==> config.mk <==
export PLATFORM = sky130hd
export DESIGN_NAME = spi_master_mc
export DESIGN_NICKNAME = d
export VERILOG_FILES = /design/src/rtl/spi_master_mc.sv
export SDC_FILE = /design/constraint.sdc
export NUM_CORES = 1
export LEC_CHECK = 0
export ABC_AREA = 1
export ABC_CLOCK_PERIOD_IN_PS = 4500
export BUFFER_PORTS_ARGS = -buffer_cell sky130_fd_sc_hd__buf_2
export CAP_MARGIN = 10
export CORE_MARGIN = 1.5
export CORE_UTILIZATION = 45
export DETAILED_ROUTE_END_ITERATION = 16
export PLACE_DENSITY = 0.67
export SYNTH_ARGS = -nofsm -noshare
export SYNTH_HDL_FRONTEND = slang
export SYNTH_SLANG_ARGS = --single-unit
==> constraint.sdc <==
create_clock -name clk_i -period 4.5 [get_ports clk_i]
set_input_delay 0.225 -clock clk_i [delete_from_list [all_inputs] [get_ports clk_i]]
set_output_delay 0.225 -clock clk_i [all_outputs]
set_load 0.03 [all_outputs]
==> src/rtl/spi_master_mc.sv <==
// spi_master_mc: multi-slave SPI master, all four modes; `define SPI_LSB_FIRST_EN adds lsb_first_i for LSB-first frames
module spi_master_mc #(
  parameter int WIDTH = 8,
  parameter int NUM_SS = 4,
  parameter int DIV_W = 8,
  parameter int SS_W = (NUM_SS > 1) ? $clog2(NUM_SS) : 1
) (
  input  logic              clk_i,
  input  logic              reset_i,
  input  logic              start_i,
  input  logic [SS_W-1:0]   ss_idx_i,
  input  logic              cpol_i,
  input  logic              cpha_i,
  input  logic [DIV_W-1:0]  clk_div_i,
  input  logic [WIDTH-1:0]  data_tx_i,
`ifdef SPI_LSB_FIRST_EN
  input  logic              lsb_first_i,
`endif
  output logic [WIDTH-1:0]  data_rx_o,
  output logic              rx_valid_o,
  output logic              busy_o,
  output logic              err_o,
  output logic              sclk_o,
  output logic              mosi_o,
  input  logic              miso_i,
  output logic [NUM_SS-1:0] ss_n_o
);
  localparam int EW = $clog2(2 * WIDTH + 1);
  typedef enum logic [2:0] {IDLE, SETUP, XFER, HOLD, DONE} state_t;
  state_t st;
  logic [DIV_W-1:0] cnt, hm;
  logic [EW-1:0] ecnt;
  logic cpha_l, lsb_l, lsb_sel, half_end, edge_ev, smp, last;
  logic [WIDTH-1:0] tx_sh, rx_sh, tx_ord;
`ifdef SPI_LSB_FIRST_EN
  assign lsb_sel = lsb_first_i;
`else
  assign lsb_sel = 1'b0;
`endif
  // LSB-first transmit is done by reversing the frame once at accept and always shifting from the top
  for (genvar i = 0; i < WIDTH; i++) begin : g_ord
    assign tx_ord[i] = lsb_sel ? data_tx_i[WIDTH-1-i] : data_tx_i[i];
  end
  assign half_end = cnt == hm;
  assign edge_ev = half_end && (st == SETUP || (st == XFER && ecnt != EW'(2 * WIDTH)));
  assign smp = ~ecnt[0] ^ cpha_l;
  assign last = ecnt == EW'(2 * WIDTH - 1);
  // transfer sequencer: SCLK edges, shifting and all registered outputs
  always_ff @(posedge clk_i or negedge reset_i) begin
    if (!reset_i) begin
      st <= IDLE;
      sclk_o <= 1'b0;
      mosi_o <= 1'b0;
      ss_n_o <= '1;
      busy_o <= 1'b0;
      rx_valid_o <= 1'b0;
      err_o <= 1'b0;
      data_rx_o <= '0;
      cnt <= '0;
      hm <= '0;
      ecnt <= '0;
      cpha_l <= 1'b0;
      lsb_l <= 1'b0;
      tx_sh <= '0;
      rx_sh <= '0;
    end else begin
      rx_valid_o <= 1'b0;
      err_o <= 1'b0;
      cnt <= half_end ? '0 : cnt + DIV_W'(1);
      if (edge_ev) begin
        sclk_o <= ~sclk_o;
        ecnt <= ecnt + EW'(1);
        if (smp) rx_sh <= lsb_l ? {miso_i, rx_sh[WIDTH-1:1]} : {rx_sh[WIDTH-2:0], miso_i};
        else if (!last) begin
          mosi_o <= tx_sh[WIDTH-1];
          tx_sh <= tx_sh << 1;
        end
      end
      case (st)
        IDLE: begin
          cnt <= '0;
          if (start_i && 32'(ss_idx_i) < 32'(NUM_SS)) begin
            st <= SETUP;
            busy_o <= 1'b1;
            ss_n_o <= ~(NUM_SS'(1) << ss_idx_i);
            sclk_o <= cpol_i;
            hm <= clk_div_i;
            cpha_l <= cpha_i;
            lsb_l <= lsb_sel;
            ecnt <= '0;
            rx_sh <= '0;
            if (!cpha_i) mosi_o <= tx_ord[WIDTH-1];
            tx_sh <= cpha_i ? tx_ord : tx_ord << 1;
          end else if (start_i) err_o <= 1'b1;
        end
        SETUP: if (half_end) st <= XFER;
        XFER: if (half_end && ecnt == EW'(2 * WIDTH)) st <= HOLD;
        HOLD: if (half_end) begin
          st <= DONE;
          ss_n_o <= '1;
          data_rx_o <= rx_sh;
          rx_valid_o <= 1'b1;
        end
        DONE: begin
          st <= IDLE;
          busy_o <= 1'b0;
        end
        default: st <= IDLE;
      endcase
    end
  end
endmodule
==> results.toml <==
[status]
status = "finished clean"

[critical_path]
worstSetupPathType = "reg -> reg"
crit_chain = "ha_1 > and3_1 > ha_1 > nor2_2 > nand4_1 > nand2_1 > nand3_1 > nand2_1 > inv_1"
critPathMaxStageDelay_ps = 440
arrival_ps = 2440
path_max_fanout = 11
critPathSlowestCell = "dfrtp_1"
r2r_start = "ecnt[0]"
r2r_slack_ps = 2290
end_kind = "flop"
critPathLaunchType = "flop"
reg2regPathDepth = 9
worstReg2RegEnd = "tx_sh[2]"
crit_required_ps = 4730

[sta]
finalSetupTns_ps = 0
max_freq_mhz = 452
fin_crit_sh_pct = 49.2
final_hold_viol_count = 0
fin_worst_skew_ps = 11.7
rsz0062_at_grt = "false"
slew_headroom_pct = 52.4
setup_violations = 0
fin_crit_ps = 2210
worst_pin_slew_ps = 713
slew_viol_final = 0

[floorplan]
floorplan.initialDensity_pct = 46.6
dieHeight_um = 83.8
core_area_um2 = 6310
pin_count = 41
rows = 29
die_area_um2 = 7020
die_w_um = 83.8

[global_routing]
overflow = 0
grt_pass1_vias = 2272
track_usage_pct = 17.8
grt_start_max_net_pins = 58
grt_pass1_wl_um = 9940
antenna_found_initial = 0

[pwr]
power_density_nw_per_um2 = 305
p_leak_uw = 0.00186
power_uw = 1030
ir_drop_mv = 0.150

[clock_network]
cts_root_buffer = "clkbuf_8"
cts_tree = "yes"
clock_sinks = 57
post-cts-setup-buffers = 0
h-tree-depth = 3
postCtsHoldBufs = 0
clock_path_buffers = 2
ctsResizeCount = 0
cts.clk_slew.worst_paths_ps = 70
clk_latency_ps = 340
numCtsBuffers = 9

[layout]
fin_nets = 441
final_common_cell = "nand2_1"
drive_gt1_share_pct = 21.3
regArea_um2 = 1430
fill_cells = 611
area_delta_synth_final_pct = 15.0
multi_input_area_um2 = 1230
antennaDiodeCount = 0
final_cell_mix = "nand2_1, dfrtp_1, inv_1"
fin_cells = 495

[placement]
dpl.hpwl_um = 3790
gp_congestion = 0.795
portBuffers = 39
dp.cells = 479

[detailed_routing]
vias = 2349
routed_wl_um = 5490
drc = 0
post_drt_wl_per_cell_um = 11.1
postRouteAntennaNets = 0
vias_per_cell = 4.75
drt-pass1-iter-count = 4
drt_iter0_markers = 142

[logic_synthesis]
synth_top_family_by_area = "simple AND/OR/NAND/NOR gates"
ys_seq_area_share_pct = 48.7
ys.flop_type = "dfrtp_1"
synthAdderAreaFrac_pct = 1.70
ys_ff_latch = 57
synth_cells = 370
synth_edf_count = 0
syn-num-nets = 398
synthSimpleGateAreaFrac_pct = 27.5
synth.cell_area_um2 = 2940
async_reset_ff_share_pct = 100
synthMuxAreaShare_pct = 0
syn_avg_cell_area_um2 = 7.94
synth_compound_area_share_pct = 9.75
yosys.area_share.xor_xnor_pct = 2.64
synth.distinct_cells = 37
synth_warnings = 0

[run]
maxCapViolCount = 0

[hold_path]
hold_path.class = "in -> async"
==> power breakdown <==
| group | internal [uW] | total, uW | switching, uW |
|---|---|---|---|
| sequential | 516 | 517 | 0.823 |
| combinational | 10.8 | 32.4 | 21.6 |
| clock | 284 | 483 | 199 |
==> sequential cells by signal, summed over array words and instances, names as in the netlist, 3 cells and up <==
name	count
tx_sh	8
cnt	8
hm	8
data_rx_o	8
ss_n_o	4
ecnt	5
st	3
rx_sh	8
==> worst max-delay path: cells and delay by family, from the launching register on <==
family	cells	cell delay [ps]
buffers and inverters	1	40
DFF	1	440
adders and majority gates	2	470
and+or+nand+nor	6	1150
==> layout make-up <==
| class | count | share of cell area (%) |
|---|---|---|
| Sequential cell | 57 | 42.4 |
| Multi-Input combinational cell | 247 | 36.3 |
| Inverter | 57 | 6.37 |
| Timing Repair Buffer | 41 | 6.22 |
| Clock buffer | 13 | 4.70 |
| Tap cell | 77 | 2.85 |
| Clock inverter | 3 | 1.18 |
==> worst max path at each step <==
stage	endpoint	from	slack, ps	cells after the start
floorplan	tx_sh[1]	ecnt[0]	2690	10
global placement	tx_sh[1]	ecnt[0]	2440	9
detailed placement	tx_sh[2]	ecnt[0]	2330	9
CTS	tx_sh[2]	ecnt[0]	2310	9
global route	tx_sh[2]	ecnt[0]	2110	9
finish	tx_sh[2]	ecnt[0]	2290	9
==> through the flow <==
step	instance area (um2)	util (%)	hold slack, ps	setup WS (ps)
2_1_floorplan	2940	-	-70.6	2690
3_3_place_gp	3180	50.4	416	2440
3_5_place_dp	3180	50.4	417	2330
4_1_cts	3380	53.5	42.7	2310
5_1_grt	3380	53.5	88.4	2110
6_report	3380	53.5	17.1	2290
==> metal layers <==
| layer | vias up | track usage, % | routed length [um] |
|---|---|---|---|
| met5 | - | 0 | 0 |
| met4 | 0 | 10.7 | 111 |
| met3 | 15 | 3.86 | 242 |
| met2 | 45 | 27.0 | 2390 |
| met1 | 1054 | 23.5 | 2740 |
| li1 | 1235 | - | - |
==> logic make-up after synthesis <==
logic type	count (synthesis)
AND/OR/NAND/NOR	185
buffers and inverters	66
flip-flops	57
AO/OA/AOI/OAI	49
XOR/XNOR	8
adder cells (fa/ha/maj)	4
other	1
==> synthesized netlist by cell type, types with 5 or more instances <==
cell / count / area [um2]
dfrtp_1: 53 / 1330
o21ai_0: 16 / 80.1
nand2_1: 102 / 383
o21a_1: 8 / 60.1
a22oi_1: 5 / 37.5
nand3_1: 12 / 60.1
a21oi_1: 14 / 70.1
nand2_2: 5 / 31.3
nand4_1: 5 / 31.3
nor2_1: 40 / 150
inv_2: 12 / 45.0
nor3_1: 8 / 40.0
xor2_1: 5 / 43.8
inv_1: 44 / 165
Note: power is estimated with default switching activity, not from simulation.
